--- src/rtl/asteroid_pkg.sv ---
// Shared constants for the asteroid descent controller: state encoding, field widths, LFSR taps.
package asteroid_pkg;

    localparam int COL_W = 4;
    localparam int ROW_W = 4;
    localparam logic [7:0] SCORE_MAX = 8'd255;

    localparam logic [2:0] ST_IDLE  = 3'd0;
    localparam logic [2:0] ST_RUN   = 3'd1;
    localparam logic [2:0] ST_STEP  = 3'd2;
    localparam logic [2:0] ST_SPAWN = 3'd3;
    localparam logic [2:0] ST_OVER  = 3'd4;

    // Right-shifting Fibonacci form of taps 16,14,13,11: feedback from bits 0,2,3,5.
    localparam logic [15:0] LFSR_TAP_MASK = 16'h002D;

    function automatic logic [15:0] lfsr_next(input logic [15:0] s);
        return {^(s & LFSR_TAP_MASK), s[15:1]};
    endfunction

endpackage

--- src/rtl/asteroid_lfsr.sv ---
// 16-bit spawn LFSR; free-running, reloaded with SEED on reset or i_load.
module asteroid_lfsr
    import asteroid_pkg::*;
#(
    parameter logic [15:0] SEED = 16'hACE1
)(
    input  logic       cin,
    input  logic       resetn,
    input  logic       i_load,
    output logic [4:0] o_rand
);

    logic [15:0] r_lfsr;

    always_ff @(posedge cin or negedge resetn) begin
        if (!resetn) begin
            r_lfsr <= SEED;
        end else if (i_load) begin
            r_lfsr <= SEED;
        end else begin
            r_lfsr <= lfsr_next(r_lfsr);
        end
    end

    assign o_rand = r_lfsr[4:0];

endmodule

--- src/rtl/asteroid_descent_ctrl.sv ---
// Asteroid descent controller: per tick, steps every slot down one row, scores hits/dodges, spawns.
// Build option ASTEROID_FORCE_SPAWN_EN: SPAWN fills a free slot regardless of lfsr[0].
module asteroid_descent_ctrl
    import asteroid_pkg::*;
#(
    parameter int          NUM_AST   = 4,
    parameter int          ROWS      = 12,
    parameter int          LIVES     = 3,
    parameter logic [15:0] LFSR_SEED = 16'hACE1
)(
    input  logic                     cin,
    input  logic                     resetn,
    input  logic                     start,
    input  logic                     tick,
    input  logic [COL_W-1:0]         player_col,
    output logic [NUM_AST-1:0]       ast_valid,
    output logic [COL_W*NUM_AST-1:0] ast_col,
    output logic [ROW_W*NUM_AST-1:0] ast_row,
    output logic [1:0]               lives,
    output logic [7:0]               score,
    output logic                     busy,
    output logic                     game_over
);

    localparam int IDX_W = (NUM_AST > 1) ? $clog2(NUM_AST) : 1;
    localparam logic [ROW_W-1:0] ROW_LAST = ROW_W'(ROWS - 1);

    logic [2:0]               r_state;
    logic [2:0]               w_state_nxt;
    logic [IDX_W-1:0]         r_idx;
    logic [NUM_AST-1:0]       r_valid;
    logic [COL_W*NUM_AST-1:0] r_col;
    logic [ROW_W*NUM_AST-1:0] r_row;
    logic [1:0]               r_lives;
    logic [7:0]               r_score;
    logic                     r_busy;
    logic                     r_game_over;

    logic [4:0]       w_lfsr;
    logic             w_lfsr_load;
    logic             w_clear;
    logic             w_free_found;
    logic [IDX_W-1:0] w_free_idx;
    logic             w_spawn;
    logic             w_cur_valid;
    logic [ROW_W-1:0] w_cur_row;
    logic [COL_W-1:0] w_cur_col;

    assign w_lfsr_load = (r_state == ST_IDLE) && start;

    asteroid_lfsr #(.SEED(LFSR_SEED)) u_lfsr (
        .cin    (cin),
        .resetn (resetn),
        .i_load (w_lfsr_load),
        .o_rand (w_lfsr)
    );

    always_comb begin
        w_state_nxt = r_state;
        case (r_state)
            ST_IDLE:  if (start) w_state_nxt = ST_RUN;
            ST_RUN:   if (!start) w_state_nxt = ST_IDLE;
                      else if (tick) w_state_nxt = ST_STEP;
            ST_STEP:  if (!start) w_state_nxt = ST_IDLE;
                      else if (r_idx == IDX_W'(NUM_AST - 1)) w_state_nxt = ST_SPAWN;
            ST_SPAWN: if (!start) w_state_nxt = ST_IDLE;
                      else if (r_lives == 2'd0) w_state_nxt = ST_OVER;
                      else w_state_nxt = ST_RUN;
            ST_OVER:  if (!start) w_state_nxt = ST_IDLE;
            default:  w_state_nxt = ST_IDLE;
        endcase
    end

    // Slots are wiped on any entry to IDLE and again when a new game starts.
    assign w_clear = ((r_state != ST_IDLE) && (w_state_nxt == ST_IDLE)) || w_lfsr_load;

    always_comb begin
        w_free_found = 1'b0;
        w_free_idx   = '0;
        for (int i = NUM_AST - 1; i >= 0; i--) begin
            if (!r_valid[i]) begin
                w_free_found = 1'b1;
                w_free_idx   = IDX_W'(i);
            end
        end
    end

`ifdef ASTEROID_FORCE_SPAWN_EN
    assign w_spawn = w_free_found;
`else
    assign w_spawn = w_free_found & w_lfsr[0];
`endif

    assign w_cur_valid = r_valid[r_idx];
    assign w_cur_row   = r_row[r_idx*ROW_W +: ROW_W];
    assign w_cur_col   = r_col[r_idx*COL_W +: COL_W];

    always_ff @(posedge cin or negedge resetn) begin
        if (!resetn) begin
            r_state     <= ST_IDLE;
            r_idx       <= '0;
            r_valid     <= '0;
            r_col       <= '0;
            r_row       <= '0;
            r_lives     <= 2'(LIVES);
            r_score     <= 8'd0;
            r_busy      <= 1'b0;
            r_game_over <= 1'b0;
        end else begin
            r_state     <= w_state_nxt;
            r_busy      <= (w_state_nxt == ST_STEP) || (w_state_nxt == ST_SPAWN);
            r_game_over <= (w_state_nxt == ST_OVER);
            r_idx       <= (r_state == ST_STEP) ? r_idx + IDX_W'(1) : '0;

            if (w_clear) begin
                r_valid <= '0;
                r_col   <= '0;
                r_row   <= '0;
            end else if (r_state == ST_STEP && w_cur_valid) begin
                if (w_cur_row != ROW_LAST) begin
                    r_row[r_idx*ROW_W +: ROW_W] <= w_cur_row + 1'b1;
                end else begin
                    r_valid[r_idx]              <= 1'b0;
                    r_row[r_idx*ROW_W +: ROW_W] <= '0;
                    r_col[r_idx*COL_W +: COL_W] <= '0;
                    if (w_cur_col == player_col) begin
                        if (r_lives != 2'd0) r_lives <= r_lives - 2'd1;
                    end else if (r_score != SCORE_MAX) begin
                        r_score <= r_score + 8'd1;
                    end
                end
            end else if (r_state == ST_SPAWN && w_spawn) begin
                r_valid[w_free_idx]                <= 1'b1;
                r_row[w_free_idx*ROW_W +: ROW_W]   <= '0;
                r_col[w_free_idx*COL_W +: COL_W]   <= w_lfsr[4:1];
            end

            if (w_lfsr_load) begin
                r_lives <= 2'(LIVES);
                r_score <= 8'd0;
            end
        end
    end

    assign ast_valid = r_valid;
    assign ast_col   = r_col;
    assign ast_row   = r_row;
    assign lives     = r_lives;
    assign score     = r_score;
    assign busy      = r_busy;
    assign game_over = r_game_over;

endmodule

--- config.mk ---
export PLATFORM = sky130hd
export DESIGN_NAME = asteroid_descent_ctrl
export DESIGN_NICKNAME = d
export VERILOG_FILES = /design/src/rtl/asteroid_pkg.sv /design/src/rtl/asteroid_lfsr.sv /design/src/rtl/asteroid_descent_ctrl.sv
export SDC_FILE = /design/constraint.sdc
export NUM_CORES = 1
export LEC_CHECK = 0
export ABC_AREA = 1
export ABC_CLOCK_PERIOD_IN_PS = 6000
export CAP_MARGIN = 20
export CORE_MARGIN = 4
export CORE_UTILIZATION = 45
export CTS_CLUSTER_SIZE = 8
export DETAILED_ROUTE_END_ITERATION = 12
export PLACE_DENSITY_LB_ADDON = 0.3
export SLEW_MARGIN = 20
export SYNTH_ARGS = -nofsm -noshare
export SYNTH_HDL_FRONTEND = slang
export SYNTH_SLANG_ARGS = --single-unit
--- constraint.sdc ---
create_clock -name cin -period 6 [get_ports cin]
set_input_delay 0.9 -clock cin [delete_from_list [all_inputs] [get_ports cin]]
set_output_delay 0.9 -clock cin [all_outputs]
set_load 0.05 [all_outputs]
After elaboration in Yosys (flattened, before gate mapping)

Cells that the tools add are included.

Flip-flop bits (word level): 69
Bits of input ports: 8
Output and inout port bits: 48
Logic and storage cells: 123

Add/sub/neg operators: 6
Magnitude comparators: 4
Eq/ne operators: 15
Shifts and indexed selects: 8
Muxes and demuxes: 54
Bitwise operators: 4
Reductions and logical operators: 22

Operator list:

| cell                                                         | number |
|---|---|
| 2-to-1 mux 16 bit                                            | 9 |
| bitwise mux 16 bit                                           | 5 |
| negator 4 -> 34 bit                                          | 2 |
| variable shift 4 x 34 -> 16 bit (first input constant)       | 2 |
| variable part select 4 x 34 -> 16 bit                        | 2 |
| variable part select 4 x 34 -> 16 bit (first input constant) | 2 |
| 2-to-1 mux 8 bit                                             | 6 |
| variable part select 16 x 5 -> 4 bit                         | 2 |
| 2-to-1 mux 3 bit                                             | 8 |
| 2-to-1 mux 2 bit                                             | 11 |
| 2-to-1 mux 4 bit                                             | 4 |
| XOR reduction 16 bit                                         | 1 |
| one-hot mux 3 bit (5 select lines)                           | 1 |
| equality test 3 x 2 -> 1 bit (second input constant)         | 4 |
| AND reduction 5 bit                                          | 2 |
| nonzero test 2 bit                                           | 5 |
| adder 8 x 1 -> 8 bit (second input constant)                 | 1 |
| != test 8 bit (second input constant)                        | 1 |
| 2-to-1 mux 1 bit                                             | 7 |
| equality test 3 bit (second input constant)                  | 2 |
| logical AND 1 bit                                            | 6 |
| zero test 3 bit                                              | 2 |
| less-than comparator 2 x 3 -> 1 bit (second input constant)  | 2 |
| != test 2 bit (second input constant)                        | 3 |
| other kinds (19)                                             | 23 |

Longest topological paths before layout

Depth in word-level cells: 12
Depth in mapped cells: 15
Gate-level depth less buffers: 13

Modules after synthesis

From an unflattened synthesis, not the netlist that was laid out.

Cells, all modules: 575
Area total of the unflattened synthesis: 4,274.1 um^2

By module, submodules not included:

| module                | instances | cells an instance | area each (um^2) | seq. area each (um^2) |
|---|---|---|---|---|
| asteroid_descent_ctrl | 1         | 515               | 3,648.5          | 1,328.8 |
| asteroid_lfsr         | 1         | 60                | 625.6            | 410.4 |

Least setup slack after synthesis

OpenSTA, ideal clock, no wires.

Path type: register to register
From: register r_valid[0], in the netlist ast_valid[0]
To: register r_col[4], in the netlist ast_col[4]
Setup time: 0.067 ns
Data arrival time: 2.513 ns
Required time: 5.933 ns
Slack: 3.420 ns
Stages on the path, launching flop included: 11
Buffers on the path: 0
Period minus slack after synthesis: 2.580 ns
Cells stage by stage: dfrtp_1 inv_1 a21oi_1 inv_1 ha_1 inv_1 nor3_1 nand3_1 nor2_1 nand2_1 nand2_1

Word-level cells in the longest chain between the ends: 7
Elaborated cells on any way between the ends: 17
Those cells by class: add/sub (1); eq/ne (1); shift (2); mux (8); bitwise (1); reduce/logical (4)

Ends and longest elaborated chain:

| element                                                                                  | line                         | text |
|---|---|---|
| start: declaration                                                                       | asteroid_descent_ctrl.sv:31  | `logic [NUM_AST-1:0] r_valid;` |
| start signal: assignment                                                                 | asteroid_descent_ctrl.sv:102 | `r_valid <= '0;` |
| start signal: assignment                                                                 | asteroid_descent_ctrl.sv:116 | `r_valid <= '0;` |
| start signal: indexed assignment                                                         | asteroid_descent_ctrl.sv:123 | `r_valid[r_idx] <= 1'b0;` |
| 2-to-1 mux 2 bit                                                                         | asteroid_descent_ctrl.sv:81  | `if (!r_valid[i]) begin` |
| negator 4 -> 34 bit                                                                      | asteroid_descent_ctrl.sv:135 | `r_col[w_free_idx*COL_W +: COL_W] <= w_lfsr[4:1];` |
| variable part select 4 x 34 -> 16 bit or variable shift 4 x 34 -> 16 bit (tied branches) | asteroid_descent_ctrl.sv:135 |  |
| bitwise mux 16 bit                                                                       | asteroid_descent_ctrl.sv:135 |  |
| 2-to-1 mux 16 bit                                                                        | asteroid_descent_ctrl.sv:132 | `end else if (r_state == ST_SPAWN && w_spawn) begin` |
| 2-to-1 mux 16 bit                                                                        | asteroid_descent_ctrl.sv:119 | `end else if (r_state == ST_STEP && w_cur_valid) begin` |
| 2-to-1 mux 16 bit                                                                        | asteroid_descent_ctrl.sv:115 | `if (w_clear) begin` |
| end signal: indexed assignment                                                           | asteroid_descent_ctrl.sv:135 |  |
| end: declaration                                                                         | asteroid_descent_ctrl.sv:32  | `logic [COL_W*NUM_AST-1:0] r_col;` |

Several ways; a longest one is shown, not always the timed one. The select of a mux whose other input is x is not followed.
A chain may end at the register's enable or synchronous reset.

Worst setup path in the final report

From: input port start
To: register r_valid[2], in the netlist ast_valid[2]

Word-level cells in the longest chain between the ends: 7
Elaborated cells on any way between the ends: 14
Those cells by class: eq/ne (1); mux (7); reduce/logical (6)

Ends and longest elaborated chain:

| element                                                              | line                        | text |
|---|---|---|
| start: declaration                                                   | asteroid_descent_ctrl.sv:13 | `input logic start,` |
| 2-to-1 mux 3 bit, on equally long branches                           | n/a                         |  |
| one-hot mux 3 bit (5 select lines)                                   | asteroid_descent_ctrl.sv:60 | `case (r_state)` |
| zero test 3 bit                                                      | asteroid_descent_ctrl.sv:75 | `assign w_clear = ((r_state != ST_IDLE) && (w_state_nxt == ST_IDLE)) \|\| w_lfsr_load;` |
| logical AND 1 bit                                                    | asteroid_descent_ctrl.sv:75 |  |
| logical OR 1 bit *                                                   | asteroid_descent_ctrl.sv:75 |  |
| != test 3 bit (no source line) or nonzero test 3 bit (tied branches) | n/a                         |  |
| AND reduction 2 bit (no source line)                                 | n/a                         |  |

Every way passes the cells marked *; elsewhere a longest branch is shown, timed or not.

==> results.md <==
* Commonest non-fill, non-tap cell in the layout: nand2_1
* Drt via density at 5.278
* Number of max-cap violations at 0
* Synth Cell Area at 0.004153 mm2
* Placed instance count at 683
* Gr ovfl total at 0
* Io pins at 56
* Placer Congestion at 0.8559
* Post-Route Setup TNS at 0 ps
* Total CTS buffers at 9
* Max-slew violation count at 0
* WL final at 9759 um
* XOR/XNOR Fraction of Synth Area at 1.898%
* Compound-cell area share of the yosys netlist at 6.116%
* Mux cell area share after synthesis at 0%
* Skew-Pair Late Insertion Delay at 350 ps
* Combinational family with the most area after synthesis: simple AND/OR/NAND/NOR gates
* Buf+Inv Stages, Crit Path at 2
* Netlist cell types at 34
* CP delay by family, top: buffers and inverters
* Finish-stage setup viols at 0
* Worst vdd ir at roughly 0.28 mV
* Final #Nets at 612
* Die span in x at 104.1 um
* Synth warn at 0
* Core area at 0.008848 mm2
* Max Buffers Root-to-Sink at 2
* Critical path class: input port to flip-flop
* Initial Utilization at approximately 47%
* Crit end category: flip-flop
* Number of setup buffers added after CTS at 0
* Area delta synth->final at 17.29%
* Commonest register cell after synthesis: dfrtp_1
* Post-synthesis sequential area ratio at a little over two fifths
* CP cell instances: clkdlybuf4s50_1 > nand2_2 > o21ai_2 > nand3b_1 > nand2_2 > inv_1 > o21ai_0 > o21ai_0
* Antenna Nets Post-Route at 0
* CP Max Fanout at 21
* Ant diodes at 0
* DRC at 0
* Row cnt at 34
* Length of the first detailed-routing pass in iterations at 5
* P_leak at 2.424 nW
* Post-synth ARST share at 100.0%
* Share of layout cells above drive strength 1 at a little over a tenth
* Fin crit share at 49.43%
* Initial antenna violation count at 0
* DPL Wire Length at 7098 um
* Outcome: complete, no violations
* GR Util All Layers at about a fifth
* Die Footprint at 0.01083 mm2
* Pwr/cell area at around 330 mW/mm2
* Slew Limit Headroom at 43.39%
* Die H at 104.1 um
* CP peak stage delay at 570 ps
* Cells after Synth at about 530
* Post_cts resized at 0
* Reg clk slew, reported paths at 70 ps
* Layout Cells excl Fill at 699
* Req. time, crit path at 6220 ps
* Vias at approximately 3,700
* Cts hold-fix bufs at 0
* Flops & latches, synth at 69
* Actual slew at the worst max-slew pin at about 850 ps
* Crit path DAT at around 3200 ps
* Synth Net Count at 560
* Root Buffer Master: clkbuf_8
* Post-Synth Adder-Cell Area at roughly 5.4%
* RSZ-0062 raised after global routing: false
* Avg Cell Area, Syn at 7.777 um2
* CP startpoint kind: input port
* Number of port buffers at 55
* Critical-path top delay cell: clkdlybuf4s50_1
* DR WL/cell at 13.96 um
* Number of global-route vias before repair at 3,608
* Clock skew at 13.35 ps
* Hold WC Path Type: flip-flop to flip-flop
* CTS tree: built
* Post-route cell area at 0.004871 mm2
* Filler cells at 848
* EDFF count, synth at 0
* CTS HTree Levels at 3
* Starting DRT DRC Count at 159
* Clk sink count at 69
* Largest net degree at the start of global routing at 70
* Post-Place Cell Area at ~0.0047 mm2
* Fin. Hold Viols at 0
* Achievable frequency at 0.3372 GHz
* First-pass GRT wire length at around 17,000 um
* Most frequent cells in the layout: 168 x nand2_1, 59 x dfrtp_1, 55 x inv_1
* Min Tclk post-route at 2966 ps
* Post-synthesis simple-gate area fraction at 35.76%
registers in the layout, summed over array words and instances (netlist names):
register / count
r_state: 3
ast_row: 16
busy: 1
score: 8
r_idx: 2
game_over: 1
ast_valid: 4
u_lfsr.r_lfsr: 16
lives: 2
ast_col: 16
Yosys cell counts (2+ instances only):
library cell,n,share of area [%]
o211ai_1,2,0.36
nor4_1,4,0.60
nand2_2,10,1.5
a31oi_1,3,0.45
nor3_1,11,1.3
o21ai_0,34,4.1
ha_1,18,5.4
nand2_1,168,15
buf_6,8,2.2
o22ai_1,2,0.30
nor2_2,2,0.30
clkbuf_1,3,0.27
buf_8,2,0.72
nor2_1,33,3.0
nand3_2,5,1.2
xor2_1,3,0.63
xnor2_1,6,1.3
nor2_4,5,1.4
dfrtp_1,59,36
nand3_1,45,5.4
or2_2,8,1.2
a21oi_1,3,0.36
inv_1,55,5.0
buf_4,3,0.54
nand4_1,17,2.6
nand3b_1,8,1.4
dfstp_2,10,6.3
layer usage:
layer | vias up | share of wire, % | global-route usage (%)
met2 | 108 | 48 | 31.20
met4 | 0 | 2.2 | 8.167
li1 | 1836 | - | -
met3 | 20 | 5.5 | 4.531
met1 | 1725 | 45 | 23.49
met5 | - | 0 | 0
layout make-up:
cell class | count | area, um2 | share of cell area [%]
clock inverter | 6 | 38.79 | 0.7963
tap | 108 | 135.1 | 2.774
multi-input combinational | 392 | 2043 | 41.95
timing repair buffer | 57 | 560.5 | 11.51
sequential | 69 | 1739 | 35.71
clock buffer | 10 | 137.6 | 2.826
inverter | 57 | 216.5 | 4.444
logic make-up after synthesis:
logic type      after synthesis
fa+ha+maj                    18
buf+inv                      73
compound gates               47
xor+xnor                      9
flops                        69
simple gates                318
worst paths after layout:
| check | slack, ps | endpoint | startpoint | cells past startpoint |
|---|---|---|---|---|
| max in group asynchronous | 4710 | u_lfsr.r_lfsr[3] | resetn | 2 |
| hold / removal | 440 | u_lfsr.r_lfsr[8] | u_lfsr.r_lfsr[9] | 2 |
| setup / recovery | 3030 | ast_valid[2] | start | 8 |
| hold reg to reg | 440 | u_lfsr.r_lfsr[8] | u_lfsr.r_lfsr[9] | 2 |
| min in group asynchronous | 730 | ast_row[0] | resetn | 2 |
| setup reg to reg | 3170 | score[1] | r_idx[0] | 14 |
worst min-delay path: stages (launching register included):
cell	delay, ps
dfrtp_1	320
nand2_1	50
inv_1	40
where the power goes:
part	switching, W	internal [W]	total (W)
Clock	0.000182	0.000159	0.000342
Combinational	0.000450	0.000202	0.000652
Sequential	0.0000673	0.000555	0.000622
Total	0.000700	0.000916	0.00162
per-stage QoR:
step                hold slack [ps]  power, W  util (%)  setup WS, ps
CTS                           445.7  0.001627     55.05          3018
global route                  469.6  0.001732     55.05          2766
detailed placement            427.8  0.001279     53.05          2645
global placement              419.3  0.001260     53.05          2754
floorplan                     412.6  0.001125         -          3420
finish                        440.3  0.001615     55.05          3034
Note: power is estimated with default switching activity, not from simulation.
